--- src/rtl/abh_pkg.sv ---
// Shared encodings for the address-bus-high stage: base/offset selects and fixup FSM states.
package abh_pkg;

  localparam logic [1:0] BASE_ZERO = 2'b00;
  localparam logic [1:0] BASE_PCH  = 2'b01;
  localparam logic [1:0] BASE_AHH  = 2'b10;
  localparam logic [1:0] BASE_DB   = 2'b11;

  localparam logic [1:0] OFS_NONE   = 2'b00;
  localparam logic [1:0] OFS_CI     = 2'b01;
  localparam logic [1:0] OFS_BRANCH = 2'b10;
  localparam logic [1:0] OFS_STACK  = 2'b11;

  typedef enum logic [0:0] {
    ST_IDLE = 1'b0,
    ST_FIX  = 1'b1
  } abh_state_e;

  // A deferred carry only needs a fixup cycle when the low byte actually carried.
  function automatic logic fix_request(input logic defer, input logic [1:0] ofs, input logic ci);
    return defer && (ofs == OFS_CI) && ci;
  endfunction

endpackage

--- src/rtl/abh_fix.sv ---
// Page-cross fixup sequencer: one rdy-qualified FIX cycle that forces ADH to ABH+1.
module abh_fix
  import abh_pkg::*;
(
  input  logic       clk,
  input  logic       rst_n,
  input  logic       rdy_i,
  input  logic       defer_i,
  input  logic [1:0] ofs_i,
  input  logic       ci_i,
  input  logic [7:0] abh_i,
  input  logic [7:0] adh_norm_i,
  output logic       fix_o,
  output logic [7:0] adh_o
);

  abh_state_e state_q, state_d;

  always_comb begin
    state_d = state_q;
    case (state_q)
      ST_IDLE: if (rdy_i && fix_request(defer_i, ofs_i, ci_i)) state_d = ST_FIX;
      // Requests seen while fixing are dropped, so FIX never runs back to back.
      ST_FIX:  if (rdy_i) state_d = ST_IDLE;
      default: state_d = ST_IDLE;
    endcase
  end

  always_ff @(posedge clk) begin
    if (!rst_n) state_q <= ST_IDLE;
    else        state_q <= state_d;
  end

  assign fix_o = (state_q == ST_FIX);
  assign adh_o = fix_o ? (abh_i + 8'd1) : adh_norm_i;

endmodule

--- src/rtl/abh.sv ---
// Address Bus High stage: base mux and high-byte adder feeding ADH, plus PCH/AHH/ABH registers.
module abh
  import abh_pkg::*;
#(
  parameter logic [7:0] STACK_PAGE = 8'h01,
  parameter logic [7:0] RESET_PCH  = 8'h00
) (
  input  logic       clk,
  input  logic       rst_n,
  input  logic       rdy,
  input  logic       CI,
  input  logic       pcl_co,
  input  logic [7:0] DB,
  input  logic [3:0] op,
  input  logic       bsign,
  input  logic       defer,
  input  logic       ld_ahh,
  input  logic       ld_pc,
  output logic       fix,
  output logic [7:0] PCH,
  output logic [7:0] ADH
);

  logic [7:0] pch_q, pch_d;
  logic [7:0] ahh_q, ahh_d;
  logic [7:0] abh_q, abh_d;
  logic [7:0] base;
  logic [7:0] adh_norm;
  logic [1:0] base_sel;
  logic [1:0] ofs_sel;

  assign base_sel = op[3:2];
  assign ofs_sel  = op[1:0];

  always_comb begin
    base = 8'h00;
    case (base_sel)
      BASE_ZERO: base = 8'h00;
      BASE_PCH:  base = pch_q;
      BASE_AHH:  base = ahh_q;
      BASE_DB:   base = DB;
      default:   base = 8'h00;
    endcase
  end

  // Branch adds the sign-extended offset sign: forward +CI, backward -1+CI.
  always_comb begin
    adh_norm = base;
    case (ofs_sel)
      OFS_NONE:   adh_norm = base;
      OFS_CI:     adh_norm = base + {7'b0, CI & ~defer};
      OFS_BRANCH: adh_norm = abh_q + {8{bsign}} + {7'b0, CI};
      OFS_STACK:  adh_norm = STACK_PAGE;
      default:    adh_norm = base;
    endcase
  end

  abh_fix u_fix (
    .clk        (clk),
    .rst_n      (rst_n),
    .rdy_i      (rdy),
    .defer_i    (defer),
    .ofs_i      (ofs_sel),
    .ci_i       (CI),
    .abh_i      (abh_q),
    .adh_norm_i (adh_norm),
    .fix_o      (fix),
    .adh_o      (ADH)
  );

  always_comb begin
    abh_d = abh_q;
    ahh_d = ahh_q;
    pch_d = pch_q;
    if (rdy) begin
      abh_d = ADH;
      if (ld_ahh) ahh_d = DB;
      // PCH takes the pre-edge ABH, mirroring PCL loading from ABL.
      if (ld_pc)  pch_d = abh_q + {7'b0, pcl_co};
    end
  end

  always_ff @(posedge clk) begin
    if (!rst_n) begin
      abh_q <= 8'h00;
      ahh_q <= 8'h00;
      pch_q <= RESET_PCH;
    end else begin
      abh_q <= abh_d;
      ahh_q <= ahh_d;
      pch_q <= pch_d;
    end
  end

  assign PCH = pch_q;

endmodule

--- config.mk ---
export PLATFORM = sky130hd
export DESIGN_NAME = abh
export DESIGN_NICKNAME = d
export VERILOG_FILES = /design/src/rtl/abh_pkg.sv /design/src/rtl/abh_fix.sv /design/src/rtl/abh.sv
export SDC_FILE = /design/constraint.sdc
export NUM_CORES = 1
export LEC_CHECK = 0
export CAP_MARGIN = 10
export CORE_UTILIZATION = 40
export DETAILED_ROUTE_END_ITERATION = 7
export DONT_BUFFER_PORTS = 1
export SLEW_MARGIN = 20
export SYNTH_ARGS = -nofsm -noshare
export SYNTH_HDL_FRONTEND = slang
export SYNTH_HIERARCHICAL = 1
export SYNTH_SLANG_ARGS = --single-unit
--- constraint.sdc ---
create_clock -name clk -period 3.7 [get_ports clk]
set_input_delay 0.74 -clock clk [delete_from_list [all_inputs] [get_ports clk]]
set_output_delay 0.74 -clock clk [all_outputs]
set_load 0.02 [all_outputs]
* Word-level counts from Yosys, hierarchy flattened
Cells that the tools add are included.
** Operators by class
- Eq/ne operators :: 6
- Multiplexer cells :: 6
- Bitwise operators :: 3
- Add/subtract/negate cells :: 5
- Reduce and logical (&&, ||, !) cells :: 7
** Operator list (number)
- one-hot mux 8 bit (4 select lines) :: 2
- adder 8 x 1 -> 8 bit :: 3
- adder 8 x 1 -> 8 bit (second input constant) :: 1
- adder 8 bit :: 1
- equality test 2 bit (second input constant) :: 4
- 2-to-1 mux 8 bit :: 1
- equality test 2 x 1 -> 1 bit (second input constant) :: 2
- zero test 2 bit :: 2
- AND reduction 2 bit :: 2
- logical AND 1 bit :: 3
- 2-to-1 mux 1 bit :: 2
- inverter 1 bit :: 2
- one-hot mux 1 bit (2 select lines) :: 1
- bitwise AND 1 bit :: 1
** Word-level totals
- Register bits :: 25
- Input bits :: 21
- Word-level logic and storage cells :: 31
- Output and inout bits :: 17

* Logic depth before layout (Yosys ltp)
- Word-level depth :: 6
- Mapped depth :: 16
- Depth with buffers taken out :: 14

* Hierarchy
The synthesis kept the hierarchy.
** Modules (own cells, without submodules)
- abh :: times used 1, cells an instance 202, seq. area each 480.5 um^2, area each 1776.7 um^2
- abh_fix :: times used 1, cells an instance 38, seq. area each 20.0 um^2, area each 245.2 um^2

* Least setup slack after synthesis
Ideal clock, no wire load.
- Path type :: input-to-output
- From :: input op[3]
- To :: output ADH[7]
- Data arrival time :: 3.088 ns
- Path buffers :: 2
- Stages on the path :: 14
- Data required time :: 2.960 ns
- Path slack :: -0.128 ns
- Path through :: buf_6 > nor2b_4 > buf_6 > nand2_1 > o21ai_0 > ha_1 > and2_1 > a32oi_2 > or4_4 > nor3_2 > xor2_1 > o22ai_1 > nor2_1 > a31oi_1
** Between the ends
- Word-level cells in the longest chain between the ends :: 5
- Elaborated cells on any way between the ends :: 8
- Classes of those cells :: 1 x add/sub; 3 x eq/ne; 3 x mux; 1 x reduce/logical
** RTL lines
- start, declared :: line abh.sv:14 : input logic [3:0] op,
- equality test 2 bit (tied with other cells) :: line abh.sv:37 : case (base_sel)
- one-hot mux 8 bit (4 select lines) (*) :: line abh.sv:37
- adder 8 x 1 -> 8 bit :: line abh.sv:51 : OFS_CI: adh_norm = base + {7'b0, CI & ~defer};
- one-hot mux 8 bit (4 select lines) (*) :: line abh.sv:49 : case (ofs_sel)
- named net adh_norm[7] :: line abh.sv:28 : logic [7:0] adh_norm;
- 2-to-1 mux 8 bit (*) :: line abh_fix.sv:35 : assign adh_o = fix_o ? (abh_i + 8'd1) : adh_norm_i;
- end, declared :: line abh.sv:21 : output logic [7:0] ADH
The timed path passes the listed nets; every way through them passes the cells marked *.

* Worst setup path in the final report
- From :: input op[3]
- To :: output ADH[5]
Same word-level chain as after synthesis.

==> results.py <==
metrics = {
    "placement": {
        "placed_area_um2": 2160,
        "dp_hpwl_um": 3720,
        "place_inst": 304,
        "finalWeightedCongestion": 0.854,
        "numPortBuffers": 0,
        "pre_cts_slack_ns": 0.0608,
    },
    "yosys": {
        "syn_area_um2": 2020,
        "syn_nets": 274,
        "synth_warnings": 6,
        "ys_seq_elements": 25,
        "ys_seq_area_share_pct": 24.8,
        "synth_ff_type": "dfxtp_1",
        "synthDistinctLibCells": 44,
        "synth_edf_count": 0,
        "synthCells": 240,
        "synthesis.area_per_instance_um2": 8.42,
        "synthArstFlopShare_pct": 0,
    },
    "route": {
        "wl_per_cell_um": 16.0,
        "antenna_left": 0,
        "vias": 1708,
        "routed_via_density": 5.55,
        "drcViolationCount": 0,
        "first_iter_violations": 100,
        "drtPass1Iterations": 4,
        "wl_um": 4920,
    },
    "power": {
        "p_switching_uw": 218,
        "power_frac_comb_pct": 27.4,
        "power.internal_uw": 451,
        "vdd_drop_max_mv": 0.232,
        "totalPowerFinal_uw": 670,
        "swShare_pct": 32.6,
        "powerDensity_nw_per_um2": 301,
        "p_leak_nw": 0.904,
        "seq_power_share_pct": 45.8,
        "pwr-share-clk_pct": 26.8,
    },
    "final_layout": {
        "post_layout_nonfiller_instances": 308,
        "fin_nets": 276,
        "fin_util_pct": 46.5,
        "layout_common_cells": "dfxtp_1, nand2_1, mux2i_1",
        "layout_commonest_cell": "dfxtp_1",
        "drive_gt1_share_pct": 16.2,
        "layout-area-overhead-vs-synth_pct": 10.0,
        "design_area_um2": 2220,
        "diodes": 0,
    },
    "clock_network": {
        "clock_tree.root_cell": "clkbuf_8",
        "clkTransAtPathRegs_ns": 0.10,
        "cts.htree.levels": 1,
        "cts_tree": "built",
        "numCtsBuffers": 3,
        "post_cts_resized": 0,
        "clock_path_buffers": 2,
        "post-cts-setup-buffer-count": 0,
        "postCtsHoldBufs": 0,
        "clock-sinks": 25,
        "clk_latency_ns": 0.28,
    },
    "sta": {
        "rsz0062_at_grt": "no",
        "max_freq_ghz": 0.282,
        "whs_ns": 0.481,
        "finalSetupViolCount": 0,
        "slew_violations": 0,
        "min_period_ns": 3.55,
        "timing_hold_violations_final": 0,
        "min_period_over_period_pct": 95.8,
        "slew_headroom_pct": 57.8,
        "worstMarginPinSlew_ns": 0.615,
        "fin_ws_ns": 0.154,
        "clock_skew_ns": 0.00729,
        "tns_ns": 0,
    },
    "critical_path": {
        "slowest_delay_ns": 0.57,
        "end_kind": "output port",
        "crit_family": "simple AND/OR/NAND/NOR gates",
        "slowest_stage": "or4_4",
        "cp-start-kind": "input pin",
        "critPathMaxFanout": 9,
        "path_class": "in -> out",
        "cp.required_ns": 2.96,
        "arrival_ns": 2.81,
        "cp_cell_sequence": "nor2b_4, nand2_1, o21ai_2, ha_2, and2_1, a32oi_2, or4_4, mux2i_1, o32ai_1, nor2_1, a31oi_4",
        "critPathBufInv": 0,
    },
    "floorplan": {
        "rows": 25,
        "dieArea_um2": 5340,
        "die_w_um": 73.1,
        "core_area_um2": 4790,
        "ios": 38,
        "die_h_um": 73.1,
        "start_util_pct": 42.2,
    },
    "global_routing": {
        "grt_max_degree": 26,
        "grt_pass1_wl_um": 8120,
        "gr-total-overflow": 0,
        "grtUsageTotal_pct": 19.7,
        "grt_pass1_vias": 1616,
        "antenna_found_initial": 0,
    },
    "run_status": {
        "outcome": "finished clean",
    },
    "job": {
        "cap_violations": 0,
    },
    "hold_path": {
        "hold_class": "reg -> reg",
    },
}
## flip-flops by register name, indices dropped and copies added (netlist names)
| signal | flops |
|---|---|
| abh_q | 8 |
| PCH | 8 |
| ahh_q | 8 |
| u_fix/fix_o | 1 |
## power by group through the flow
stage,Combinational (mW),Sequential [mW],Clock (mW)
final,0.183,0.307,0.179
after CTS,0.183,0.307,0.185
after detailed placement,0.182,0.313,0
after global placement,0.181,0.313,0
after global routing,0.204,0.309,0.194
after floorplan,0.152,0.311,0
## cell families (layout without fill, tap and decap cells)
| kind of cell | after synthesis | count (layout) | synth area share, % |
|---|---|---|---|
| buffers and inverters | 18 | 19 | 4.33 |
| multiplexers | 25 | 25 | 12.8 |
| AO/OA/AOI/OAI | 59 | 59 | 20.5 |
| flip-flops | 25 | 25 | 24.8 |
| XOR/XNOR | 17 | 17 | 7.36 |
| AND/OR/NAND/NOR | 83 | 83 | 21.4 |
| adder cells (fa/ha/maj) | 13 | 13 | 8.79 |
## layout make-up
class	instances	area [um2]
timing repair buffer	12	90.1
clock inverter	1	8.76
sequential	25	500
tap	67	83.8
clock buffer	3	41.3
inverter	3	11.3
multi-input combinational	197	1490
fill	480	2560
## tightest hold or removal path: stages, from the launching register on
cell and delay, ns:
dfxtp_1 0.33, nand2_1 0.05, a21boi_0 0.06
## path summary, 6_finish.rpt
path                 start       end  slack [ns]  cells past startpoint
setup / recovery     op[3]    ADH[5]        0.15                     11
hold / removal    ahh_q[4]  ahh_q[4]        0.48                      2
setup reg to reg    PCH[0]  abh_q[5]        1.01                     12
hold reg to reg   ahh_q[4]  ahh_q[4]        0.48                      2
## cells in the mapped netlist, types with 5 or more instances
cell type / n / area (um2)
a21boi_0: 8 / 60.1
a21oi_1: 14 / 70.1
clkbuf_1: 10 / 37.5
dfxtp_1: 25 / 500
ha_1: 11 / 138
mux2_2: 7 / 78.8
mux2i_1: 18 / 180
nand2_1: 23 / 86.3
nand3_1: 14 / 70.1
nor2_1: 16 / 60.1
nor2b_1: 15 / 93.8
o211a_1: 6 / 60.1
o21ai_0: 9 / 45.0
o22ai_1: 5 / 31.3
xnor2_1: 10 / 87.6
xor2_1: 7 / 61.3
## metal layers
metal  routed length [um]  track usage (%)  up-vias  part of all wire [%]
met3                  292             4.83        4                   5.9
met2                 2210             31.4       36                    45
met5                    0                0        -                     0
met4                   40             2.83        0                  0.81
li1                     -                -      867                     -
met1                 2370             27.5      801                    48
(Power assumes the default switching activity.)
